**config.mk**
```make
export PLATFORM = sky130hd
export DESIGN_NAME = comparator_4bits
export DESIGN_NICKNAME = d
export VERILOG_FILES = /design/src/rtl/comparator_pkg.sv /design/src/rtl/comparator_bit_slice.sv /design/src/rtl/comparator_4bits.sv
export SDC_FILE = /design/constraint.sdc
export NUM_CORES = 1
export LEC_CHECK = 0
export CAP_MARGIN = 20
export CORE_AREA = 8 8 45 47
export CTS_CLUSTER_DIAMETER = 120
export DETAILED_ROUTE_END_ITERATION = 6
export DIE_AREA = 0 0 53 55
export HOLD_SLACK_MARGIN = 0.02
export SLEW_MARGIN = 40
export SYNTH_ARGS = -nofsm -noshare
export SYNTH_HDL_FRONTEND = slang
export SYNTH_SLANG_ARGS = --single-unit
```
**constraint.sdc**
```tcl
create_clock -name clk -period 1 [get_ports clk]
set_clock_uncertainty 0.1 [all_clocks]
set_input_delay 0.15 -clock clk [delete_from_list [all_inputs] [get_ports clk]]
set_output_delay 0.15 -clock clk [all_outputs]
set_load 0.05 [all_outputs]
```
**src/rtl/comparator_pkg.sv**
```systemverilog
// comparator_pkg: shared width default, compare-result encoding and flag decode helper
package comparator_pkg;
  localparam int WIDTH_DEFAULT = 4;
  typedef enum logic [1:0] {CMP_NONE, CMP_EQ, CMP_LT, CMP_GT} cmp_result_t;
  function automatic logic [2:0] decode_flags(input cmp_result_t r);
    return {r == CMP_EQ, r == CMP_LT, r == CMP_GT};
  endfunction
endpackage

```
**src/rtl/comparator_bit_slice.sv**
```systemverilog
// comparator_bit_slice: 1-bit magnitude cascade cell (eq/lt/gt from more significant slice in, cascaded out)
module comparator_bit_slice (
  input  logic a_bit,
  input  logic b_bit,
  input  logic eq_i,
  input  logic lt_i,
  input  logic gt_i,
  output logic eq_o,
  output logic lt_o,
  output logic gt_o
);
  assign eq_o = eq_i & (a_bit == b_bit);
  assign lt_o = lt_i | (eq_i & ~a_bit & b_bit);
  assign gt_o = gt_i | (eq_i & a_bit & ~b_bit);
endmodule

```
**src/rtl/comparator_4bits.sv**
```systemverilog
// comparator_4bits: registered WIDTH-bit magnitude comparator with one-hot equal/less/higher, 1-cycle latency
// ports: clk, rst_n (async active-low), in_valid, port_a, port_b -> equal, less, higher, out_valid
// COMPARATOR_SIGNED_EN adds signed_mode for two's-complement compare
module comparator_4bits
  import comparator_pkg::*;
#(
  parameter int WIDTH = WIDTH_DEFAULT
) (
  input  logic             clk,
  input  logic             rst_n,
  input  logic             in_valid,
  input  logic [WIDTH-1:0] port_a,
  input  logic [WIDTH-1:0] port_b,
`ifdef COMPARATOR_SIGNED_EN
  input  logic             signed_mode,
`endif
  output logic             equal,
  output logic             less,
  output logic             higher,
  output logic             out_valid
);
  logic [WIDTH:0] eq_c, lt_c, gt_c;
  logic sgn;
  cmp_result_t res_d, res_q;
  logic vld_q;
`ifdef COMPARATOR_SIGNED_EN
  assign sgn = signed_mode;
`else
  assign sgn = 1'b0;
`endif
  assign eq_c[WIDTH] = 1'b1;
  assign lt_c[WIDTH] = 1'b0;
  assign gt_c[WIDTH] = 1'b0;
  genvar i;
  generate
    for (i = 0; i < WIDTH; i++) begin : g_slice
      // a differing sign bit decides inversely, so swap operands at the MSB only
      logic sw;
      assign sw = sgn && (i == WIDTH - 1);
      comparator_bit_slice u_slice (
        .a_bit(sw ? port_b[i] : port_a[i]),
        .b_bit(sw ? port_a[i] : port_b[i]),
        .eq_i (eq_c[i+1]),
        .lt_i (lt_c[i+1]),
        .gt_i (gt_c[i+1]),
        .eq_o (eq_c[i]),
        .lt_o (lt_c[i]),
        .gt_o (gt_c[i])
      );
    end
  endgenerate
  always_comb
    res_d = !in_valid ? res_q : eq_c[0] ? CMP_EQ : lt_c[0] ? CMP_LT : gt_c[0] ? CMP_GT : CMP_NONE;
  always_ff @(posedge clk or negedge rst_n)
    if (!rst_n) begin
      res_q <= CMP_NONE;
      vld_q <= 1'b0;
    end else begin
      res_q <= res_d;
      vld_q <= in_valid;
    end
  assign {equal, less, higher} = decode_flags(res_q);
  assign out_valid = vld_q;
endmodule

```
Yosys cells after proc, flatten, opt, wreduce, memory -nomap -nowiden
Index checks and enable logic that the tools add are counted.

Register bits: 3. Input port bits: 11. Output and inout bits: 4. Word-level logic and storage cells: 43.

Equal/unequal tests: 7. Mux-type cells: 3. Bitwise operators: 31.

Operators by type and width (number): AND 1 bit (17); inverter 1 bit (8); 2-to-1 mux 2 bit (3); bitwise OR 1 bit (6); equality test 1 bit (4); equality test 2 bit, second input constant (2); equality test 2 x 1 -> 1 bit, second input constant (1).

Depth between registers and ports, before layout
Depth after elaboration: 9. Depth in mapped cells: 6.

Cells and area by module
A second synthesis with hierarchy kept.

Cell total of the unflattened synthesis: 38. Area, all modules: 289.0 µm².

Modules (own cells, without submodules): comparator_bit_slice (instances 4, cells each 6, area an instance 38.8 µm²); comparator_4bits (instances 1, cells each 14, area an instance 133.9 µm²).

Worst setup path after synthesis
Ideal clock, no wire load.

Path kind: flip-flop to output port. Start point: register res_q[0]. End point: output port equal. Arrival time: 1.071 ns. Data required time: 0.750 ns. Path slack: -0.321 ns. Stages on the path, launching flop included: 2. Path through: dfrtp_1 > nor2b_1.

Longest elaborated chain between the ends: 1.

Ends and longest elaborated chain: start, declared (line comparator_4bits.sv:24) `cmp_result_t res_d, res_q;`; start signal, assigned (line comparator_4bits.sv:59) `res_q <= res_d;`; equality test 2 x 1 -> 1 bit (line comparator_pkg.sv:6) `return {r == CMP_EQ, r == CMP_LT, r == CMP_GT};`; end, declared (line comparator_4bits.sv:17) `output logic equal,`.

No other way between the ends.

Worst setup path in the final report
Start point: register res_q[0]. End point: output port higher.

Longest elaborated chain between the ends: 1.

Ends and longest elaborated chain: equality test 2 bit (line comparator_pkg.sv:6); end, declared (line comparator_4bits.sv:19) `output logic higher,`.

No other way between the ends.

==> results.yml <==
status:
  outcome: "complete, but fails checks"
  violations: "setup timing"
global_routing:
  gr-usage-met1_pct: 5.784
  grt.busiest_layer: "met2"
  grt_pass1_vias: 333
  overflow: 0
  use_met3_pct: 1.070
  grt_antenna_before_repair: 0
  grt_pass1_wl_um: 1193
  grt_max_degree: 6
  grt_usage_pct: 5.194
  grt_util_met2_pct: 9.180
clocking:
  worstSkewPairLatency_ps: 230
  ctsRootBufferMaster: "clkbuf_4"
  clk_pin_slew_worst_paths_ps: 40
  htree_num_levels: 1
  cts_sinks: 3
  clk_path_buf_depth: 2
  cts_tree: "built"
  cts_buffers: 3
synth:
  synth_area_per_cell_sq_um: 7.912
  synth_cell_types: 20
  syn_inst: 34
  yosysMostFrequentCell: "inv_1"
  synth.cell_area_sq_um: 269.0
  ys_top_cells_by_area: "dfrtp_1, ha_1, nor2b_1"
  yosysWarnings: 0
  ys_seq_elements: 3
  synth_edf_count: 0
  ys_seq_area_share_pct: 27.91
  synth-async-reset-ratio_pct: 100.0
  synth_common_cells: "inv_1, nor2b_1, dfrtp_1, nor2_1"
  ys.flop_type: "dfrtp_1"
  synth_top_area_cell: "dfrtp_1"
  yosysTopAreaCellShare_pct: 27.91
  synth_nets: 47
power:
  switching_share_pct: 34.10
  clkPwrFrac_pct: 28.3
  comb_power_share_pct: 50.5
  p_switching_uw: 251.1
  p_int_uw: 485.1
  leakage_nw: 0.2972
  peakVddDrop_mv: 0.4946
  power_per_cell_area_mw_per_mm2: 1174
  seq_power_share_pct: 21.2
layout:
  n_fill_cell: 144
  seqCellArea_sq_um: 76.32
  syn_to_final_growth_pct: 133.0
  final_cell_count_no_fill: 75
  diodes: 0
  drive_above_1_share_pct: 57.63
  layout.nets: 73
  multi_input_area_sq_um: 255.2
  fin_area_sq_um: 626.9
setup_path:
  critPathKind: "flop to output port"
  critPathCaptureType: "output port"
  cp_slowest_stage_delay_ps: 430
  path_cells: "and2_4 -> buf_12"
  crit_family: "flip-flops"
  rrSetupSlack_ps: 170
  crit_fanout: 4
  critPathLaunchType: "flop"
  worst_path_max_delay_cell: "dfrtp_2"
  cp.arrival_ps: 970
  cp_data_required_time_ps: 750
  cp_num_buf_inv: 1
floorplanning:
  dieArea_sq_mm: 0.002915
  core_area_sq_mm: 0.001384
  die_w_um: 53
  rows: 14
  pin_count: 15
  start_util_pct: 19.44
  dieHeight_um: 55
detailed_routing:
  drc: 0
  drt_pass1_iterations: 4
  wl_per_cell_um: 10.83
  vias: 337
  ant_nets: 0
  avgViaCountPerCell: 4.493
  drt_iter0_drc: 5
  finalWirelength_um: 812
placed_design:
  dp_hpwl_um: 613.7
  dpl-instance-area_sq_um: 525.5
  gp_congestion: 0.7122
  io_buffers: 14
  dp.cells: 67
timing:
  hold_viol: 0
  finalMaxSlewViolations: 0
  fmax_ghz: 0.8183
  fin_crit_ps: 1222
  fin_ws_ps: -222.0
  period_share_pct: 122.2
  whs_ps: 306.2
  slew_headroom_pct: 82.32
  rsz0062_at_grt: "true"
  worstMarginPinSlew_ps: 264.3
  setup_viol_count_final: 6
flow_run:
  drv_cap: 0
min_path:
  min_path_type: "primary input to flop"
## power groups by stage
stage,registers (mW),logic (mW),clock network [mW]
2_1_floorplan,0.154,0.150,0
3_3_place_gp,0.149,0.321,0
3_5_place_dp,0.150,0.323,0
4_1_cts,0.150,0.341,0.212
5_1_grt,0.159,0.392,0.219
6_report,0.156,0.372,0.208
## routing by layer
layer | wire length (um) | share of wire, %
met4 | 5 | 0.62
met3 | 38 | 4.7
met2 | 461 | 57
met5 | 0 | 0
met1 | 307 | 38
## repair_timing
| item | in CTS | in global routing |
|---|---|---|
| gates resized for setup | 42 | 11 |
| pin swaps | 7 | 3 |
| hold endpoints to repair | 3 | 0 |
| hold buffers | 1 | 0 |
| buffers inserted | 3 | 0 |
| endpoints found under the setup margin | 6 | 6 |
## cells by family after synthesis
group	share of synthesized area, %
compound gates	26.05
xor+xnor	3.256
fa+ha+maj	9.301
buf+inv	8.371
flops	27.91
simple gates	25.11
## sequential cells by signal, summed over array words and instances, names as in the netlist
| register | count |
|---|---|
| res_q | 2 |
| out_valid | 1 |
## stage by stage
stage / utilization, % / setup WS, ps / power, mW / setup TNS [ps]
6_report: 45.30 / -222.0 / 0.7362 / -712.4
3_3_place_gp: 37.97 / -689.5 / 0.4702 / -1371
4_1_cts: 41.77 / -226.6 / 0.7040 / -764.8
3_5_place_dp: 37.97 / -716.4 / 0.4732 / -1429
2_1_floorplan: - / -92.20 / 0.3045 / -342.8
5_1_grt: 45.30 / -245.1 / 0.7703 / -940.8
## worst paths after layout
kind                            startpoint       end  cells past startpoint
worst max-delay path              res_q[0]    higher                      2
worst min-delay path             port_b[0]  res_q[1]                      5
worst max register to register    res_q[1]  res_q[1]                      2
worst min register to register    res_q[0]  res_q[0]                      2
max in group asynchronous            rst_n  res_q[0]                      2
min in group asynchronous            rst_n  res_q[1]                      2
## final cells by class
type	count	area share [%]
clock buffer	4	4.192
inverter	6	3.992
multi-input combinational	25	40.72
sequential	3	12.18
tap	16	3.194
timing repair buffer	21	35.73
## cells in the final DEF (no fill, tap or decap), types with 2 or more instances in the layout
cell type	instances
buf_12	4
buf_2	4
buf_4	7
buf_8	2
clkbuf_4	3
clkdlybuf4s50_1	2
dfrtp_1	2
inv_1	3
inv_2	2
nand2_1	2
nor2_1	2
nor2b_4	3
## tightest hold or removal path: stages
cell,delay (ps)
buf_4,100
nand2b_4,60
nand3_4,80
o41ai_4,70
o22ai_1,120
(Power assumes the default switching activity.)
